## src/rtl/d_sraml2axi_pkg.sv

```systemverilog
// Shared definitions for the sram-like to AXI4 bridges: FSM states,
// sram-like size codes and the AXI constants tied off at the integrating top.
package d_sraml2axi_pkg;

  typedef enum logic [2:0] {
    IDLE    = 3'd0,
    RD_AR   = 3'd1,
    RD_R    = 3'd2,
    WR_AW_W = 3'd3,
    WR_B    = 3'd4,
    DONE    = 3'd5
  } state_t;

  localparam logic [1:0] SZ_BYTE = 2'd0;
  localparam logic [1:0] SZ_HALF = 2'd1;
  localparam logic [1:0] SZ_WORD = 2'd2;

  localparam logic [1:0] BURST_INCR = 2'b01;

endpackage

```

## src/rtl/d_sraml2axi_wstrb_gen.sv

```systemverilog
// Combinational byte-strobe decoder: sram-like size + addr[1:0] -> AXI wstrb.
// Size code 3 is not a legal sram-like size and decodes like a word access.
module sraml_wstrb_gen
  import d_sraml2axi_pkg::*;
(
  input  logic [1:0] size,
  input  logic [1:0] addr_lo,
  output logic [3:0] wstrb
);

  // One lane enable per byte lane of the 32-bit data bus.
  for (genvar gi = 0; gi < 4; gi++) begin : g_lane
    localparam logic [1:0] LANE = 2'(gi);
    assign wstrb[gi] = (size == SZ_BYTE) ? (addr_lo == LANE) :
                       (size == SZ_HALF) ? (addr_lo[1] == LANE[1]) :
                                           1'b1;
  end

endmodule

```

## src/rtl/d_sraml2axi.sv

```systemverilog
// Data-side sram-like to AXI4 bridge. Single-beat, one transaction in flight.
// AXI valids are decoded from the state register, so they are glitch-free,
// never drop before their handshake, and clear immediately on reset.
module d_sraml2axi
  import d_sraml2axi_pkg::*;
#(
  parameter int ADDR_W = 32,
  parameter int DATA_W = 32
) (
  input  logic                clk,
  input  logic                rst,
  input  logic                data_req,
  input  logic                data_wr,
  input  logic [1:0]          data_size,
  input  logic [ADDR_W-1:0]   data_addr,
  input  logic [DATA_W-1:0]   data_wdata,
  output logic [DATA_W-1:0]   data_rdata,
  output logic                data_addr_ok,
  output logic                data_data_ok,
  output logic [ADDR_W-1:0]   araddr,
  output logic [2:0]          arsize,
  output logic                arvalid,
  input  logic                arready,
  input  logic [DATA_W-1:0]   rdata,
  input  logic                rvalid,
  output logic                rready,
  output logic [ADDR_W-1:0]   awaddr,
  output logic [2:0]          awsize,
  output logic                awvalid,
  input  logic                awready,
  output logic [DATA_W-1:0]   wdata,
  output logic [DATA_W/8-1:0] wstrb,
  output logic                wvalid,
  input  logic                wready,
  input  logic                bvalid,
  output logic                bready
);

  state_t              state_reg, state_next;
  logic [ADDR_W-1:0]   addr_reg, addr_next;
  logic [1:0]          size_reg, size_next;
  logic [DATA_W-1:0]   wdata_reg, wdata_next;
  logic [DATA_W-1:0]   rdata_reg, rdata_next;
  logic                aw_done_reg, aw_done_next;
  logic                w_done_reg, w_done_next;
  logic                aw_fin, w_fin;

  // State and latched-request registers; reset aborts any transaction.
  always_ff @(posedge clk or posedge rst) begin
    if (rst) begin
      state_reg   <= IDLE;
      addr_reg    <= '0;
      size_reg    <= '0;
      wdata_reg   <= '0;
      rdata_reg   <= '0;
      aw_done_reg <= 1'b0;
      w_done_reg  <= 1'b0;
    end else begin
      state_reg   <= state_next;
      addr_reg    <= addr_next;
      size_reg    <= size_next;
      wdata_reg   <= wdata_next;
      rdata_reg   <= rdata_next;
      aw_done_reg <= aw_done_next;
      w_done_reg  <= w_done_next;
    end
  end

  // AW and W may finish in either order or together; a channel counts as
  // finished if it already handshook or is handshaking this cycle.
  assign aw_fin = aw_done_reg | awready;
  assign w_fin  = w_done_reg | wready;

  // Next-state logic and per-state handshake outputs.
  always_comb begin
    state_next   = state_reg;
    addr_next    = addr_reg;
    size_next    = size_reg;
    wdata_next   = wdata_reg;
    rdata_next   = rdata_reg;
    aw_done_next = aw_done_reg;
    w_done_next  = w_done_reg;
    data_addr_ok = 1'b0;
    data_data_ok = 1'b0;
    arvalid      = 1'b0;
    rready       = 1'b0;
    awvalid      = 1'b0;
    wvalid       = 1'b0;
    bready       = 1'b0;
    case (state_reg)
      IDLE: begin
        data_addr_ok = data_req;
        if (data_req) begin
          addr_next    = data_addr;
          size_next    = data_size;
          wdata_next   = data_wdata;
          aw_done_next = 1'b0;
          w_done_next  = 1'b0;
          state_next   = data_wr ? WR_AW_W : RD_AR;
        end
      end
      RD_AR: begin
        arvalid = 1'b1;
        if (arready) state_next = RD_R;
      end
      RD_R: begin
        rready = 1'b1;
        if (rvalid) begin
          rdata_next = rdata;
          state_next = DONE;
        end
      end
      WR_AW_W: begin
        awvalid      = ~aw_done_reg;
        wvalid       = ~w_done_reg;
        aw_done_next = aw_fin;
        w_done_next  = w_fin;
        if (aw_fin && w_fin) state_next = WR_B;
      end
      WR_B: begin
        bready = 1'b1;
        if (bvalid) state_next = DONE;
      end
      DONE: begin
        data_data_ok = 1'b1;
        state_next   = IDLE;
      end
      default: state_next = IDLE;
    endcase
  end

  assign araddr     = addr_reg;
  assign awaddr     = addr_reg;
  assign arsize     = {1'b0, size_reg};
  assign awsize     = {1'b0, size_reg};
  assign wdata      = wdata_reg;
  assign data_rdata = rdata_reg;

  sraml_wstrb_gen u_wstrb (
    .size    (size_reg),
    .addr_lo (addr_reg[1:0]),
    .wstrb   (wstrb)
  );

endmodule

```

## config.mk

```make
export PLATFORM = sky130hd
export DESIGN_NAME = d_sraml2axi
export DESIGN_NICKNAME = d
export VERILOG_FILES = /design/src/rtl/d_sraml2axi_pkg.sv /design/src/rtl/d_sraml2axi_wstrb_gen.sv /design/src/rtl/d_sraml2axi.sv
export SDC_FILE = /design/constraint.sdc
export NUM_CORES = 1
export LEC_CHECK = 0
export ABC_CLOCK_PERIOD_IN_PS = 3500
export BUFFER_PORTS_ARGS = -buffer_cell sky130_fd_sc_hd__buf_4
export CAP_MARGIN = 25
export CORE_MARGIN = 3
export CORE_UTILIZATION = 40
export CTS_BUF_LIST = sky130_fd_sc_hd__clkbuf_8 sky130_fd_sc_hd__clkbuf_16
export CTS_CLUSTER_SIZE = 25
export DETAILED_ROUTE_END_ITERATION = 16
export HOLD_SLACK_MARGIN = 0.03
export PLACE_DENSITY = 0.86
export SYNTH_ARGS = -nofsm -noshare
export SYNTH_HDL_FRONTEND = slang
export SYNTH_SLANG_ARGS = --single-unit
```

## constraint.sdc

```tcl
create_clock -name clk -period 3.5 [get_ports clk]
set_input_delay 0.875 -clock clk [delete_from_list [all_inputs] [get_ports clk]]
set_output_delay 0.875 -clock clk [all_outputs]
set_load 0.05 [all_outputs]
```

==> results.ini, run 1 <==
[clocking]
clk_pin_slew_worst_paths_ps=90
clock_sinks=103
cts_resized=0
clk_path_buf_depth=2
clk-insertion-delay-late_ps=350
root_buffer=clkbuf_8
cts_setup_buffers=0
htree_levels=3
cts_hold_buf=0
cts_buffers=9
cts_tree=done

[run_status]
status=finished, final reports clean

[place]
placement.io_buffers=249
placed_area_sq_mm=0.006021
post-dp-hpwl_microns=8140
dp_slack_ps=998.7
place.gp.congestion=0.7153

[floorplan]
ioPinCount=252
initial_core_util=0.4155
dieArea_sq_mm=0.01210
coreArea_sq_mm=0.01042
die-width_microns=110.0
rows=37
die_h_microns=110.0

[detailed_routing]
initialDrtViolationCount=96
avgRoutedWirePerCell_microns=15.84
via_count=3030
wl_microns=10300
avgViaCountPerCell=4.662
route.antenna.remaining_nets=0
firstDrtPassIters=4
post-route-drc-count=0

[critical_path]
crit_path_max_fanout=12
r2r_end=araddr[7]$_DFFE_PP0P_
critPathArrivalTime_ps=1750
regToRegSetupSlack_ps=1340
end_kind=output pin
required_ps=2620
critPathKind=reg -> out
r2r_cells=3
cp-start-kind=flip-flop
r2r_start=state_reg[1]$_DFFE_PP0P_

[timing]
hold-worst-slack_ps=497.5
maxSlewViolCount=0
timing.final.crit_share=0.7501
final-setup-viol-count=0
fmax_ghz=0.3809
worstMarginPinSlew_ps=857.0
tns_ps=0
clock_skew_ps=11.53
rsz0062_at_grt=false
slew_headroom=0.4286
timing_hold_violations_final=0
setup_slack_ps=874.7
period_minus_slack_ps=2625

[synth]
avgSynthCellArea_sq_um=14.67
async_flop_share=1.000
ys_seq_elements=103
synth_ff_type=dfrtp_1
synthCells=295
synthTopCellsByArea=dfrtp_1 (60%), mux2_2 (21%), buf_4 (6.2%)
yosysTopAreaCell=dfrtp_1
synth.distinct_cells=28
netlist_area_sq_mm=0.004328
yosysWarnings=0
synth_enable_flop_cells=0
seq_area_frac_synth=0.5955
synth_top_area_share=0.5955

[grt]
grt_pass1_wl_microns=15440
grt_max_degree=70
antenna_found_initial=0
grt_pass1_vias=3133
globalRouteOverflowTotal=0
grt_usage=0.1663

[worst_hold_path]
hold_class=reg -> reg
holdCritStartpoint=wdata[0]$_DFFE_PP0P_
min_to=wdata[0]$_DFFE_PP0P_
hold_depth=1

[cells_and_area]
finalInstanceArea_sq_mm=0.006185
antenna_cells=0
final_cell_mix=buf_4 (253), dfrtp_1 (103), mux2_2 (80)
area_growth_pct=42.90
drive_gt1_frac=0.6809
mostFrequentLayoutCell=buf_4
nNetsFinal=617

[flow_run]
cap_violations=0

## area by class of cell
cell class	count	area [sq um]
Multi-Input combinational cell	138	1351
Inverter	5	22.52
Clock inverter	5	26.28
Timing Repair Buffer	253	1899
Sequential cell	103	2577
Tap cell	136	170.2
Clock buffer	10	137.6
Fill cell	865	4232
## critical path, cell delays in order, from the launching register on
cell and delay (ps):
dfrtp_1 530, nand2b_1 240, or2_2 320, nor2_1 100, buf_4 210
## per-stage QoR
step	instances	utilization
floorplan	296	-
global placement	635	0.5780
detailed placement	635	0.5780
CTS	650	0.5938
global route	650	0.5938
finish	650	0.5938
## synth_stat cells (2+ instances only)
library cell and number:
o22ai_1 2, a21o_1 2, a21oi_1 2, buf_2 6, buf_4 36, nand2_1 3
nand2b_1 2, buf_6 7, nor3b_1 2, and2_1 2, o21ai_0 3, o21bai_1 2
inv_1 5, dfrtp_1 103, nor2_1 9, mux2_2 80, mux2_1 18
## worst max-delay path by stage
stage                                   from  cells past startpoint  slack, ps                      to
detailed placement                  data_req                      4       1000  araddr[16]$_DFFE_PP0P_
floorplan           state_reg[2]$_DFFE_PP0P_                      2        850                 arvalid
global route        state_reg[2]$_DFFE_PP0P_                      4        720                 awvalid
CTS                 state_reg[2]$_DFFE_PP0P_                      4        840                 awvalid
global placement                    data_req                      4       1080   araddr[8]$_DFFE_PP0P_
finish              state_reg[2]$_DFFE_PP0P_                      4        870                 awvalid
## cell families (layout without fill, tap and decap cells)
| group | Yosys count | in the layout | synth area share |
|---|---|---|---|
| xor+xnor | 1 | 1 | 0.002024 |
| simple gates | 22 | 22 | 0.02977 |
| compound gates | 14 | 14 | 0.02139 |
| flops | 103 | 103 | 0.5955 |
| other cells | 1 | 2 | 0.0008665 |
| mux | 99 | 99 | 0.2573 |
| buf+inv | 55 | 273 | 0.09309 |
## routing by layer
metal / global-route usage / up-vias / wire (microns)
li1: - / 1394 / -
met1: 0.1762 / 1488 / 3568
met2: 0.3133 / 142 / 5666
met3: 0.05416 / 6 / 998
met4: 0.04541 / 0 / 63
met5: 0 / - / 0
Power of run 1 is left out: the tool's default activity adds up to more than one toggle a clock period on the data nets, which glitch-free logic cannot reach.
==> inputs of run 2 (changes only) <==
- ABC_CLOCK_PERIOD_IN_PS: 3500 -> 2750
- CORE_UTILIZATION: 40 -> 44
- PLACE_DENSITY: 0.86 -> 0.9
- clock period: 3.5 -> 2.75 ns (I/O delays scaled with it)
==> results.ini, run 2 (synthesis results as in run 1) <==
[detailed_routing]
post-route-drc-count=0  ; unchanged
wl_microns=10410  ; +1.1%
firstDrtPassIters=5  ; +1
avgViaCountPerCell=4.717  ; +1.2%
avgRoutedWirePerCell_microns=16.20  ; +2.2%
route.antenna.remaining_nets=0  ; unchanged
via_count=3033  ; +0.099%
initialDrtViolationCount=138  ; +44%

[timing]
slew_headroom=0.6406  ; +0.2120
timing_hold_violations_final=0  ; unchanged
timing.final.crit_share=0.8744
maxSlewViolCount=0  ; unchanged
fmax_ghz=0.4159
final-setup-viol-count=0  ; unchanged
tns_ps=0  ; unchanged
worstMarginPinSlew_ps=539.0  ; -318.0 ps
rsz0062_at_grt=false
period_minus_slack_ps=2405
clock_skew_ps=14.52  ; +2.994 ps

[place]
placed_area_sq_mm=0.006025  ; about the same
post-dp-hpwl_microns=8159  ; +0.24%
placedCellCount=628  ; -1.1%
placement.io_buffers=249  ; unchanged
place.gp.congestion=0.7848  ; +9.7%

[critical_path]
cp_slowest_cell=dfrtp_1
critPathKind=reg -> out
required_ps=2060  ; -560 ps
crit_chain=nand2b_1, or2_2, nor2_1, buf_4
critPathArrivalTime_ps=1720  ; -30 ps
critical_path.max_stage_delay_ps=540  ; about the same
end_kind=output pin
cp-start-kind=flip-flop
crit_path_max_fanout=12  ; unchanged

[clocking]
cts_resized=0  ; unchanged
root_buffer=clkbuf_8
cts_buffers=9  ; unchanged
cts_hold_buf=0  ; unchanged
clock_sinks=103  ; unchanged
clk_path_buf_depth=2  ; unchanged
clk-insertion-delay-late_ps=350  ; about the same
cts_setup_buffers=0  ; unchanged
clk_pin_slew_worst_paths_ps=100  ; about the same
htree_levels=3  ; unchanged
cts_tree=done

[cells_and_area]
finalInstanceArea_sq_mm=0.006269  ; +1.4%
final_cell_mix=buf_4 (252), dfrtp_1 (103), mux2_2 (80)
nNetsFinal=617  ; unchanged
drive_gt1_frac=0.6829  ; +0.001946
final_cells=643  ; -1.1%
area_growth_pct=44.84
mostFrequentLayoutCell=buf_4
fin_util=0.6658  ; +0.07203
antenna_cells=0  ; unchanged

[grt]
grt_pass1_wl_microns=16650  ; +7.9%
globalRouteOverflowTotal=0  ; unchanged
grt_max_degree=94  ; +34%
grt_usage=0.1878  ; +0.02154
grt_pass1_vias=3257  ; +4.0%
antenna_found_initial=0  ; unchanged

[floorplan]
dieArea_sq_mm=0.01106  ; -8.6%
die-width_microns=105.2  ; -4.4%
die_h_microns=105.2  ; -4.4%
coreArea_sq_mm=0.009415  ; -9.6%
ioPinCount=252  ; unchanged
initial_core_util=0.4597  ; +0.04417
rows=35  ; -5.4%

[flow_run]
cap_violations=0  ; unchanged

[worst_hold_path]
hold_class=in -> async

[run_status]
status=finished, final reports clean

[run 2: changes by cell type in the layout (fill, tap and decap cells not counted), sizes merged]
cell / previous run / this run
bufinv: 0 / 3
inv: 5 / 4
clkinv: 3 / 1
[run 2: worst paths after layout]
check / startpoint / end / slack (ps) / cells after the start
min in group clk: wdata[4]$_DFFE_PP0P_ / wdata[4]$_DFFE_PP0P_ / 500 / 1
max: state_reg[2]$_DFFE_PP0P_ / wvalid / 350 / 4
max reg2reg: state_reg[2]$_DFFE_PP0P_ / data_rdata[17]$_DFFE_PP0P_ / 760 / 5
max in group asynchronous: rst / wdata[7]$_DFFE_PP0P_ / 1730 / 3
min reg2reg: wdata[4]$_DFFE_PP0P_ / wdata[4]$_DFFE_PP0P_ / 500 / 1
min: rst / data_rdata[24]$_DFFE_PP0P_ / 270 / 2
[run 2: cell type report]
cell class                      instances  area (sq um)
Clock buffer                           10         137.6
Clock inverter                          5         106.4
Fill cell                             689          3147
Inverter                                5         22.52
Multi-Input combinational cell        138          1351
Sequential cell                       103          2577
Tap cell                              129         161.4
Timing Repair Buffer                  253          1912
[run 2: per-layer routing]
| layer | up-vias | wire length [microns] | track usage |
|---|---|---|---|
| li1 | 1402 | - | - |
| met1 | 1466 | 3792 | 0.2131 |
| met2 | 154 | 5550 | 0.3364 |
| met3 | 11 | 920 | 0.06053 |
| met4 | 0 | 150 | 0.05530 |
| met5 | - | 0 | 0 |
[run 2: worst max-delay path, delay by kind of cell, from the launching register on]
kind / cells / cell delay (ps)
buf+inv: 1 / 200
flops: 1 / 540
simple gates: 3 / 630
[run 2: stage by stage]
stage,worst slack [ps],hold WS [ps]
after global placement,725.2,470.3
after CTS,335.2,260.8
after global routing,195.8,259.8
after detailed placement,633.4,481.0
after floorplan,120.6,485.4
final,345.5,269.4
Power of run 2 is left out for the same reason.
==> inputs of run 3 (changes only) <==
- CORE_UTILIZATION: 44 -> 35
- PLACE_DENSITY: 0.9 -> 0.75
==> results.ini, run 3 (synthesis results as in run 1) <==
[floorplan]
rows=39  ; +11%
coreArea_sq_mm=0.01176  ; +25%
die-width_microns=117.2  ; +11%
dieArea_sq_mm=0.01374  ; +24%
ioPinCount=252  ; unchanged
initial_core_util=0.3680  ; -0.09165
die_h_microns=117.2  ; +11%

[clocking]
cts_tree=done
root_buffer=clkbuf_16
clk-insertion-delay-late_ps=330  ; -20 ps
cts_setup_buffers=0  ; unchanged
htree_levels=3  ; unchanged
cts_hold_buf=0  ; unchanged
clk_pin_slew_worst_paths_ps=60  ; -40 ps
cts_resized=0  ; unchanged
clk_path_buf_depth=2  ; unchanged
cts_buffers=9  ; unchanged
clock_sinks=103  ; unchanged

[detailed_routing]
initialDrtViolationCount=88  ; -36%
firstDrtPassIters=4  ; -1
wl_microns=10560  ; +1.4%
avgRoutedWirePerCell_microns=15.57  ; -3.8%
via_count=3048  ; +0.49%
post-route-drc-count=0  ; unchanged
route.antenna.remaining_nets=0  ; unchanged
avgViaCountPerCell=4.496  ; -4.7%

[timing]
slew_headroom=0.5434  ; -0.09725
rsz0062_at_grt=false
clock_skew_ps=4.680  ; -9.844 ps
maxSlewViolCount=0  ; unchanged
worstMarginPinSlew_ps=684.9  ; +145.9 ps
timing_hold_violations_final=0  ; unchanged
period_minus_slack_ps=2415  ; +10.13 ps
timing.final.crit_share=0.8781  ; +0.003685
tns_ps=0  ; unchanged
fmax_ghz=0.4141  ; -0.42%
final-setup-viol-count=0  ; unchanged

[grt]
grt_usage=0.1465  ; -0.04134
grt_pass1_vias=3144  ; -3.5%
grt_pass1_wl_microns=15510  ; -6.8%
antenna_found_initial=0  ; unchanged
grt_max_degree=56  ; -40%
globalRouteOverflowTotal=0  ; unchanged

[critical_path]
critPathArrivalTime_ps=1730  ; about the same
critPathKind=reg -> out
crit_path_max_fanout=12  ; unchanged
end_kind=output pin
cp-start-kind=flip-flop
required_ps=2060  ; about the same

[flow_run]
cap_violations=0  ; unchanged

[place]
post-dp-hpwl_microns=8259  ; +1.2%
placement.io_buffers=249  ; unchanged
place.gp.congestion=0.7123  ; -9.2%
placedCellCount=665  ; +5.9%

[cells_and_area]
nNetsFinal=619  ; +0.32%
final_cells=678  ; +5.4%
mostFrequentLayoutCell=buf_4
final_cell_mix=buf_4 (255), dfrtp_1 (103), mux2_2 (80)
area_growth_pct=46.11
drive_gt1_frac=0.6809  ; -0.001946
antenna_cells=0  ; unchanged

[worst_hold_path]
hold_class=reg -> reg

[run_status]
status=finished, final reports clean

run 3: critical path: stages (launching register included):
cell      delay (ps)
dfrtp_1          520
nand2b_1         240
or2_2            310
nor2_1           110
buf_4            210
run 3: worst paths after layout:
check,start,end,slack (ps),cells after the start
worst min-delay path,wdata[1]$_DFFE_PP0P_,wdata[1]$_DFFE_PP0P_,490,1
worst max-delay path,state_reg[2]$_DFFE_PP0P_,awvalid,340,4
min in group asynchronous,rst,data_rdata[21]$_DFFE_PP0P_,540,3
max in group asynchronous,rst,araddr[13]$_DFFE_PP0P_,1710,3
worst min register to register,wdata[1]$_DFFE_PP0P_,wdata[1]$_DFFE_PP0P_,490,1
worst max register to register,state_reg[2]$_DFFE_PP0P_,data_rdata[16]$_DFFE_PP0P_,800,5
run 3: routing by layer:
layer / vias to the layer above / GRT usage / share of wire
met5: - / 0 / 0
met4: 0 / 0.05352 / 0.016
met3: 13 / 0.05193 / 0.10
met2: 149 / 0.2719 / 0.53
met1: 1487 / 0.1505 / 0.35
li1: 1399 / - / -
run 3: metrics by stage:
stage	instance area (sq um)	setup WS (ps)	hold slack, ps	util
floorplan	4335	120.6	485.4	-
global route	6324	233.8	508.7	0.5377
finish	6324	335.3	488.0	0.5377
global placement	6071	670.6	472.5	0.5162
detailed placement	6071	594.8	481.2	0.5162
CTS	6324	309.5	495.5	0.5377
run 3: final cells by class:
type,count,area [sq um]
fillers,1007,5436
repair buffers,255,1914
clock buffers,10,239.0
inverters,5,22.52
flip-flops and latches,103,2577
multi-input cells,138,1351
well taps,164,205.2
clock inverters,3,13.76
Power of run 3 is left out for the same reason.
